**src/rtl/div16_seq_pkg.sv**
```systemverilog
// Shared constants for the sequential divider: operand width, FSM encoding
// and the quotient reported on a divide-by-zero.
package div16_seq_pkg;

  // Fixed by the 16-bit carry-lookahead adder used as the trial subtractor.
  localparam int unsigned WIDTH = 16;

  localparam logic [1:0] IDLE = 2'd0;
  localparam logic [1:0] RUN  = 2'd1;
  localparam logic [1:0] DONE = 2'd2;

  localparam logic [WIDTH-1:0] DIV0_QUOTIENT = 16'hFFFF;

endpackage

```
**src/rtl/cla16.sv**
```systemverilog
// 16-bit carry-lookahead adder: four 4-bit groups with group generate/propagate
// and a lookahead carry chain across the groups.
module cla16 (
  input  logic [15:0] a_i,
  input  logic [15:0] b_i,
  input  logic        cin_i,
  output logic [15:0] sum_o,
  output logic        cout_o
);

  logic [15:0] g;
  logic [15:0] p;
  logic [3:0]  grp_g;
  logic [3:0]  grp_p;
  logic [4:0]  grp_c;

  assign g = a_i & b_i;
  assign p = a_i ^ b_i;

  // Group generate/propagate terms.
  always_comb begin
    grp_g = '0;
    grp_p = '0;
    for (int k = 0; k < 4; k++) begin
      grp_p[k] = &p[4*k +: 4];
      grp_g[k] = g[4*k+3]
               | (p[4*k+3] & g[4*k+2])
               | (p[4*k+3] & p[4*k+2] & g[4*k+1])
               | (p[4*k+3] & p[4*k+2] & p[4*k+1] & g[4*k]);
    end
  end

  // Lookahead carries into each group, expanded so no carry depends on another.
  always_comb begin
    grp_c    = '0;
    grp_c[0] = cin_i;
    grp_c[1] = grp_g[0] | (grp_p[0] & cin_i);
    grp_c[2] = grp_g[1] | (grp_p[1] & grp_g[0]) | (grp_p[1] & grp_p[0] & cin_i);
    grp_c[3] = grp_g[2] | (grp_p[2] & grp_g[1]) | (grp_p[2] & grp_p[1] & grp_g[0])
             | (grp_p[2] & grp_p[1] & grp_p[0] & cin_i);
    grp_c[4] = grp_g[3] | (grp_p[3] & grp_g[2]) | (grp_p[3] & grp_p[2] & grp_g[1])
             | (grp_p[3] & grp_p[2] & grp_p[1] & grp_g[0])
             | (grp_p[3] & grp_p[2] & grp_p[1] & grp_p[0] & cin_i);
  end

  // Sum bits: short in-group carry chain seeded by the lookahead carry.
  always_comb begin
    logic carry;
    sum_o = '0;
    carry = 1'b0;
    for (int k = 0; k < 4; k++) begin
      carry = grp_c[k];
      for (int j = 0; j < 4; j++) begin
        sum_o[4*k+j] = p[4*k+j] ^ carry;
        carry        = g[4*k+j] | (p[4*k+j] & carry);
      end
    end
  end

  assign cout_o = grp_c[4];

endmodule

```
**src/rtl/div16_seq.sv**
```systemverilog
// Sequential 16-bit unsigned restoring divider. One trial subtraction per
// clock through cla16 (A + ~B + 1), framed by a start/done handshake.
module div16_seq
  import div16_seq_pkg::*;
(
  input  logic             clk,
  input  logic             rst,
  input  logic             start,
  input  logic [WIDTH-1:0] dividend,
  input  logic [WIDTH-1:0] divisor,
  output logic [WIDTH-1:0] quotient,
  output logic [WIDTH-1:0] remainder,
  output logic             busy,
  output logic             done,
  output logic             div_by_zero
);

  logic [1:0]       state_q, state_d;
  logic [3:0]       cnt_q, cnt_d;
  logic [WIDTH-1:0] d_q, d_d;
  logic [WIDTH-1:0] v_q, v_d;
  logic [WIDTH-1:0] r_q, r_d;
  logic [WIDTH-1:0] q_q, q_d;
  logic             dz_q, dz_d;

  logic [WIDTH:0]   shifted;
  logic [WIDTH-1:0] diff;
  logic             diff_cout;
  logic             success;

  // Partial remainder shifted left with the next dividend bit; bit 16 only
  // feeds the success decision since R < V keeps the result within 16 bits.
  assign shifted = {r_q, d_q[WIDTH-1]};

  cla16 u_sub (
    .a_i    (shifted[WIDTH-1:0]),
    .b_i    (~v_q),
    .cin_i  (1'b1),
    .sum_o  (diff),
    .cout_o (diff_cout)
  );

  assign success = shifted[WIDTH] | diff_cout;

  // Next-state logic for the FSM and datapath registers.
  always_comb begin
    state_d = state_q;
    cnt_d   = cnt_q;
    d_d     = d_q;
    v_d     = v_q;
    r_d     = r_q;
    q_d     = q_q;
    dz_d    = dz_q;
    unique case (state_q)
      IDLE: begin
        if (start) begin
          if (divisor == '0) begin
            q_d     = DIV0_QUOTIENT;
            r_d     = dividend;
            dz_d    = 1'b1;
            state_d = DONE;
          end else begin
            d_d     = dividend;
            v_d     = divisor;
            r_d     = '0;
            q_d     = '0;
            dz_d    = 1'b0;
            cnt_d   = 4'd15;
            state_d = RUN;
          end
        end
      end
      RUN: begin
        r_d = success ? diff : shifted[WIDTH-1:0];
        q_d = {q_q[WIDTH-2:0], success};
        d_d = {d_q[WIDTH-2:0], 1'b0};
        if (cnt_q == 4'd0) begin
          state_d = DONE;
        end else begin
          cnt_d = cnt_q - 4'd1;
        end
      end
      DONE: begin
        state_d = IDLE;
      end
      default: begin
        state_d = IDLE;
      end
    endcase
  end

  // State registers; reset discards any operation in flight.
  always_ff @(posedge clk or posedge rst) begin
    if (rst) begin
      state_q <= IDLE;
      cnt_q   <= '0;
      d_q     <= '0;
      v_q     <= '0;
      r_q     <= '0;
      q_q     <= '0;
      dz_q    <= 1'b0;
    end else begin
      state_q <= state_d;
      cnt_q   <= cnt_d;
      d_q     <= d_d;
      v_q     <= v_d;
      r_q     <= r_d;
      q_q     <= q_d;
      dz_q    <= dz_d;
    end
  end

  assign quotient    = q_q;
  assign remainder   = r_q;
  assign busy        = (state_q != IDLE);
  assign done        = (state_q == DONE);
  assign div_by_zero = dz_q;

endmodule

```
**config.mk**
```make
export PLATFORM = sky130hd
export DESIGN_NAME = div16_seq
export DESIGN_NICKNAME = d
export VERILOG_FILES = /design/src/rtl/div16_seq_pkg.sv /design/src/rtl/cla16.sv /design/src/rtl/div16_seq.sv
export SDC_FILE = /design/constraint.sdc
export NUM_CORES = 1
export LEC_CHECK = 0
export ABC_AREA = 1
export CORE_MARGIN = 4
export CORE_UTILIZATION = 39
export CTS_CLUSTER_DIAMETER = 50
export DETAILED_ROUTE_END_ITERATION = 8
export PLACE_DENSITY_LB_ADDON = 0.15
export SLEW_MARGIN = 20
export SYNTH_ARGS = -nofsm -noshare
export SYNTH_HDL_FRONTEND = slang
export SYNTH_SLANG_ARGS = --single-unit
```
**constraint.sdc**
```tcl
create_clock -name clk -period 4.9 [get_ports clk]
set_input_delay 0.98 -clock clk [delete_from_list [all_inputs] [get_ports clk]]
set_output_delay 0.98 -clock clk [all_outputs]
set_load 0.01 [all_outputs]
```
-- Word-level counts from Yosys, hierarchy flattened
Cells that the tools add are included.
- $add $sub $neg: 1
- reductions and logical operators: 15
- bitwise operators: 98
- mux-type cells: 19
- equal/unequal tests: 6
- operators with widths (cell ; count):
    2-to-1 mux 16 bit ; 7
    one-hot mux 16 bit (2 select lines) ; 3
    bitwise AND 1 bit ; 43
    OR 1 bit ; 35
    AND reduction 4 bit ; 5
    bitwise AND 16 bit ; 1
    zero test 16 bit ; 1
    NOT 16 bit ; 1
    bitwise XOR 16 bit ; 1
    bitwise XOR 1 bit ; 15
    2-to-1 mux 4 bit ; 3
    != test 2 bit (second input constant) ; 4
    one-hot mux 4 bit (2 select lines) ; 1
    2-to-1 mux 2 bit ; 3
    AND reduction 2 bit ; 3
    AND reduction 3 bit ; 2
    zero test 4 bit ; 1
    one-hot mux 2 bit (2 select lines) ; 1
    nonzero test 2 bit ; 2
    subtractor 4 x 1 -> 4 bit (second input constant) ; 1
    equality test 2 x 1 -> 1 bit (second input constant) ; 1
    equality test 2 bit (second input constant) ; 1
    zero test 2 bit ; 1
    NOT 1 bit ; 2
    2-to-1 mux 1 bit ; 1
- bits of input ports: 35
- register bits: 71
- output and inout port bits: 35
- logic and storage cells: 146

-- Longest topological paths before layout
- word-level depth: 19
- gate-level depth with buffers: 18
- depth with buffers taken out: 18

-- Modules after synthesis
From an unflattened synthesis, not the netlist that was laid out.
- cell total of the unflattened synthesis: 568
- area total of the unflattened synthesis: 4367.9 µm²
- modules (own cells, without submodules) (module ; area each (µm²) ; times used ; cells each):
    div16_seq ; 3627.2 ; 1 ; 473
    cla16 ; 740.7 ; 1 ; 95

-- Least setup slack after synthesis
OpenSTA, ideal clock, no wires.
- path kind: register to register
- start point: register r_q[6], in the netlist remainder[6]
- end point: register r_q[15], in the netlist remainder[15]
- library setup time: 0.073 ns
- path slack: 1.982 ns
- data required time: 4.827 ns
- cell stages (with the launch flop): 16
- data arrival time: 2.845 ns
- path through: dfrtp_1 -> ha_1 -> nand2_1 -> nor3b_1 -> nor2_1 -> nand2_2 -> inv_1 -> nor2_1 -> nor2_1 -> fa_1 -> fa_1 -> fa_1 -> xor2_1 -> nand2_2 -> nand3_2 -> a21oi_2
- cells in the longest elaborated chain, start to end: 18
- ends and longest elaborated chain (item ; RTL line ; source):
    start: declaration ; div16_seq.sv:22 ; logic [WIDTH-1:0] r_q, r_d;
    start signal: assignment ; div16_seq.sv:107 ; r_q <= r_d;
    bitwise XOR 16 bit ; cla16.sv:18 ; assign p = a_i ^ b_i;
    bitwise AND 1 bit, on equally long branches ; cla16.sv:27, cla16.sv:28, cla16.sv:29 ;
    OR 1 bit (tied with other cells) ; cla16.sv:27 ; | (p[4*k+3] & g[4*k+2])
    OR 1 bit / bitwise AND 1 bit (equally long branches) ; cla16.sv:28, cla16.sv:29 ;
    OR 1 bit ; cla16.sv:29 ; | (p[4*k+3] & p[4*k+2] & p[4*k+1] & g[4*k]);
    bitwise AND 1 bit ; cla16.sv:39 ; grp_c[3] = grp_g[2] | (grp_p[2] & grp_g[1]) | (grp_p[2] & grp_p[1] & grp_g[0])
    OR 1 bit (2 in series) ; cla16.sv:39 ;
    OR 1 bit ; cla16.sv:40 ; | (grp_p[2] & grp_p[1] & grp_p[0] & cin_i);
    bitwise AND 1 bit ; cla16.sv:55 ; carry = g[4*k+j] | (p[4*k+j] & carry);
    OR 1 bit ; cla16.sv:55 ;
    bitwise AND 1 bit ; cla16.sv:55 ;
    OR 1 bit ; cla16.sv:55 ;
    bitwise AND 1 bit ; cla16.sv:55 ;
    OR 1 bit ; cla16.sv:55 ;
    bitwise XOR 1 bit ; cla16.sv:54 ; sum_o[4*k+j] = p[4*k+j] ^ carry;
    2-to-1 mux 16 bit (*) ; div16_seq.sv:74 ; r_d = success ? diff : shifted[WIDTH-1:0];
    one-hot mux 16 bit (2 select lines) (*) ; div16_seq.sv:54 ; unique case (state_q)
Mark *: on every way between the ends. The rest lies on a longest branch, timed or not.
A chain may end at the register's enable or synchronous reset.

-- Final worst setup path
- start point: input port start
- end point: register v_q[9]
- cells in the longest elaborated chain, start to end: 1
- ends and longest elaborated chain (item ; RTL line ; source):
    start: declaration ; div16_seq.sv:8 ; input logic start,
    AND reduction 3 bit (no source line) ; n/a ;
    end signal: assignment ; div16_seq.sv:106 ; v_q <= v_d;
    end: declaration ; div16_seq.sv:21 ; logic [WIDTH-1:0] v_q, v_d;
Every way passes these cells.

==> PnR_summary.wiki <==
{| class="wikitable"
! Metric !! Value
|-
| Status || finished, final reports clean
|-
| Count of instances resized after the clock tree is built || 0
|-
| Number of cells produced by synthesis || approximately 540
|-
| Slew of the pin with the lowest slew margin || 0.655 ns
|-
| Post-synthesis area per instance || 8.05 µm²
|-
| Number of library cell types mapped by synthesis || 35
|-
| Initial antenna violation count || 0
|-
| Via count || 3516
|-
| Total detailed-routing wirelength || ~10 mm
|-
| Tot GR Track Use || 0.162
|-
| Met2 Wirelength || around 4.6 mm
|-
| DR DRC count || 0
|-
| Async set-or-reset flop fraction in the synthesized netlist || 1.00
|-
| End of the critical path || v_q[9]$_DFFE_PP0P_
|-
| Register-to-Register Path Depth || 17
|-
| Number of buffers added for setup after CTS || 0
|-
| Clock transition time at the flip-flop clock pins of the worst setup and hold paths || roughly 0.070 ns
|-
| Die Span Y || 113 µm
|-
| Routability congestion estimate || 0.837
|-
| Starting Density || 0.399
|-
| Skew-Pair Late Insertion Delay || around 0.34 ns
|-
| Number of max-cap violations || 0
|-
| Number of failing setup endpoints in the final timing report || 0
|-
| Path type of the worst setup path || input pin to flop
|-
| Count of flip-flops with a built-in enable after synthesis || 0
|-
| Fraction of the cycle the final worst path needs || 0.673
|-
| Drt wl/cell || between 10 and 15 µm
|-
| Length of routed wiring on met1 || 4.63 mm
|-
| Synthesized area || roughly 4300 µm²
|-
| Critical path launch point type || input pin
|-
| Area delta synth->final || 22.5%
|-
| Total number of clock tree sinks || a little over 70
|-
| Total core area || approximately 11000 µm²
|-
| Crit Path Max Fanout || 35
|-
| Cts bufs inserted || 9
|-
| Chip width || around 110 µm
|-
| Slew Viols, Final || 0
|-
| Layout Skew || 0.00913 ns
|-
| Post-synthesis register bit count || approximately 70
|-
| Synthesized Nets || 601
|-
| Shortest period the worst path allows || 3.30 ns
|-
| Lkg Pwr || ~2.5 nW
|-
| Number of hold-slack violations in the final timing report || 0
|-
| Detailed route wirelength on metal3 || about 300 µm
|-
| Proportion of netlist area held by the largest area contributor || 0.411
|-
| Largest cells by area after synthesis || dfrtp_1 41%, nand2_1 8.7%, inv_1 7.4%
|-
| Biggest area consumer among synthesized cells || dfrtp_1
|-
| Worst setup timing slack at the placement stage || approximately 1.3 ns
|-
| Clock tree from TritonCTS || yes
|-
| Uppermost routed layer || met4
|-
| Floorplan die area || approximately 13000 µm²
|-
| IO buf count || between 60 and 70
|-
| Critical path origin || start
|-
| Number of primary I/O pins || 70
|-
| Max-Slew Margin vs Limit || 0.564
|-
| First-pass GRT wire length || about 17 mm
|-
| Arrival time of the worst setup path || roughly 3.5 ns
|-
| HPWL reported at the end of detailed placement || 7.30 mm
|-
| Deepest clock path buffer count || 2
|-
| Via count normalized by instance count || between 4 and 5
|-
| Total negative slack || 0 ns
|-
| Sum of overflow across all layers after global routing || 0
|-
| R2R setup slack || roughly 1.8 ns
|-
| Beginning of the worst register-to-register path || remainder[2]$_DFFE_PP0P_
|-
| Worst endpoint required time || 5.11 ns
|-
| Setup crit end kind || flop
|-
| Path type of the worst min-delay path || flop to flop
|-
| First-pass iteration count of the detailed router || 4
|-
| Row Count || 38
|-
| Share of final-layout standard cells stronger than drive strength 1 || 0.101
|-
| Largest net degree at the start of global routing || 53
|-
| CTS Root Cell || clkbuf_8
|-
| Warnings, synthesis || 0
|-
| CTS hold repair buffers || 0
|-
| Vias in the first global route || around 3600
|-
| Sequential element share of the synthesized area || 0.411
|-
| FF-to-FF End || remainder[15]$_DFFE_PP0P_
|-
| Count of H-tree levels built during CTS || 3
|-
| Max rail drop VDD || 278 µV
|-
| Number of routed nets with antenna violations || 0
|-
| Number of DRC markers in iteration 0 || 193
|-
| Setup repair after global routing missed its margin || false
|-
| Diode count || 0
|-
| Count of nets after finishing || approximately 660
|-
| Achievable clock frequency || around 0.3 GHz
|-
| Pwr dens || 789 nW/µm²
|-
| Most common flop cell mapped by yosys || dfrtp_1
|-
| Worst path setup slack after routing || between 1.5 and 2 ns
|}
==> state kept, by name (all words and copies together) (netlist names) <==
name,cells
cnt_q,4
d_q,16
div_by_zero,1
quotient,16
remainder,16
state_q,2
v_q,16
==> how the worst min path moves through the flow <==
| stage | startpoint | end | slack, ns | cells past startpoint |
|---|---|---|---|---|
| 2_1_floorplan | v_q[10]$_DFFE_PP0P_ | v_q[10]$_DFFE_PP0P_ | 0.46 | 2 |
| 3_3_place_gp | v_q[2]$_DFFE_PP0P_ | v_q[2]$_DFFE_PP0P_ | 0.48 | 2 |
| 3_5_place_dp | v_q[2]$_DFFE_PP0P_ | v_q[2]$_DFFE_PP0P_ | 0.48 | 2 |
| 4_1_cts | v_q[2]$_DFFE_PP0P_ | v_q[2]$_DFFE_PP0P_ | 0.50 | 2 |
| 5_1_grt | v_q[6]$_DFFE_PP0P_ | v_q[6]$_DFFE_PP0P_ | 0.51 | 2 |
| 6_report | v_q[6]$_DFFE_PP0P_ | v_q[6]$_DFFE_PP0P_ | 0.50 | 2 |
==> worst max-delay path, stage by stage <==
cell and delay [ns]:
clkdlybuf4s50_1 0.48, nand2_1 0.09, nand2_2 0.49, inv_2 0.30, nor2_4 0.56, nand2_4 0.36
nand2_1 0.14, o21ai_1 0.07
==> where the power goes <==
part	total [W]	switching, W	internal, W
sequential	0.00112	0.000239	0.000883
combinational	0.00253	0.00145	0.00109
clock	0.000526	0.000235	0.000291
total	0.00418	0.00192	0.00226
==> per-stage QoR <==
step | instance area [µm²] | util | hold WS [ns] | std cells | total power (W)
4_1_cts | 5300 | 0.489 | 0.498 | 742 | 0.00425
3_5_place_dp | 5080 | 0.469 | 0.479 | 726 | 0.00370
2_1_floorplan | 4330 | - | 0.459 | 537 | 0.00304
6_report | 5300 | 0.489 | 0.495 | 742 | 0.00418
3_3_place_gp | 5080 | 0.468 | 0.476 | 726 | 0.00365
5_1_grt | 5300 | 0.489 | 0.505 | 742 | 0.00467
==> per-layer routing <==
layer  track usage  up-vias
li1              -     1815
met3        0.0257       11
met1         0.219     1628
met4        0.0617        0
met5             0        -
met2         0.264       62
==> area by class of cell <==
type	instances	area (µm²)
clock buffer	10	128
clock inverter	6	92.6
fill	1110	5540
inverter	87	329
multi-input combinational	356	2090
sequential	71	1780
tap	140	175
timing repair buffer	72	713
==> synthesized netlist by cell type (all sizes together), types with 6 or more instances <==
library cell    n
a21oi          51
nand3          44
buf            17
nand2         114
dfrtp          71
clkbuf          6
nor2           53
o21ai          47
inv            87
ha             18
fa             11
==> cell families (layout without fill, tap and decap cells) <==
kind of cell	after synthesis	in the layout	share of synthesized area
and+or+nand+nor	223	223	0.244
buffers and inverters	110	175	0.107
AOI/OAI and AO/OA	100	100	0.127
DFF	71	71	0.411
adders and majority gates	29	29	0.103
xor gates and xnor gates	4	4	0.00810
==> cell usage in the layout, fill, tap and decap left out, types with 2 or more instances in the layout <==
cell type        count
clkinvlp_4           2
a21oi_1             41
nor3_1               2
inv_1               84
nor2_1              50
nand4_1              4
nor2_4               2
clkbuf_8             9
nand3_2              9
xnor2_1              3
nand2_2             11
nand2_4              3
bufinv_16            2
o21ai_0             32
fa_1                11
nand2_1            100
o21ai_1             15
a21oi_2              9
ha_1                18
inv_6                2
nor3_2               2
clkdlybuf4s50_1     69
inv_2                2
nand3_1             35
buf_4                3
dfrtp_1             71
Power figures use the tool's default switching activity.
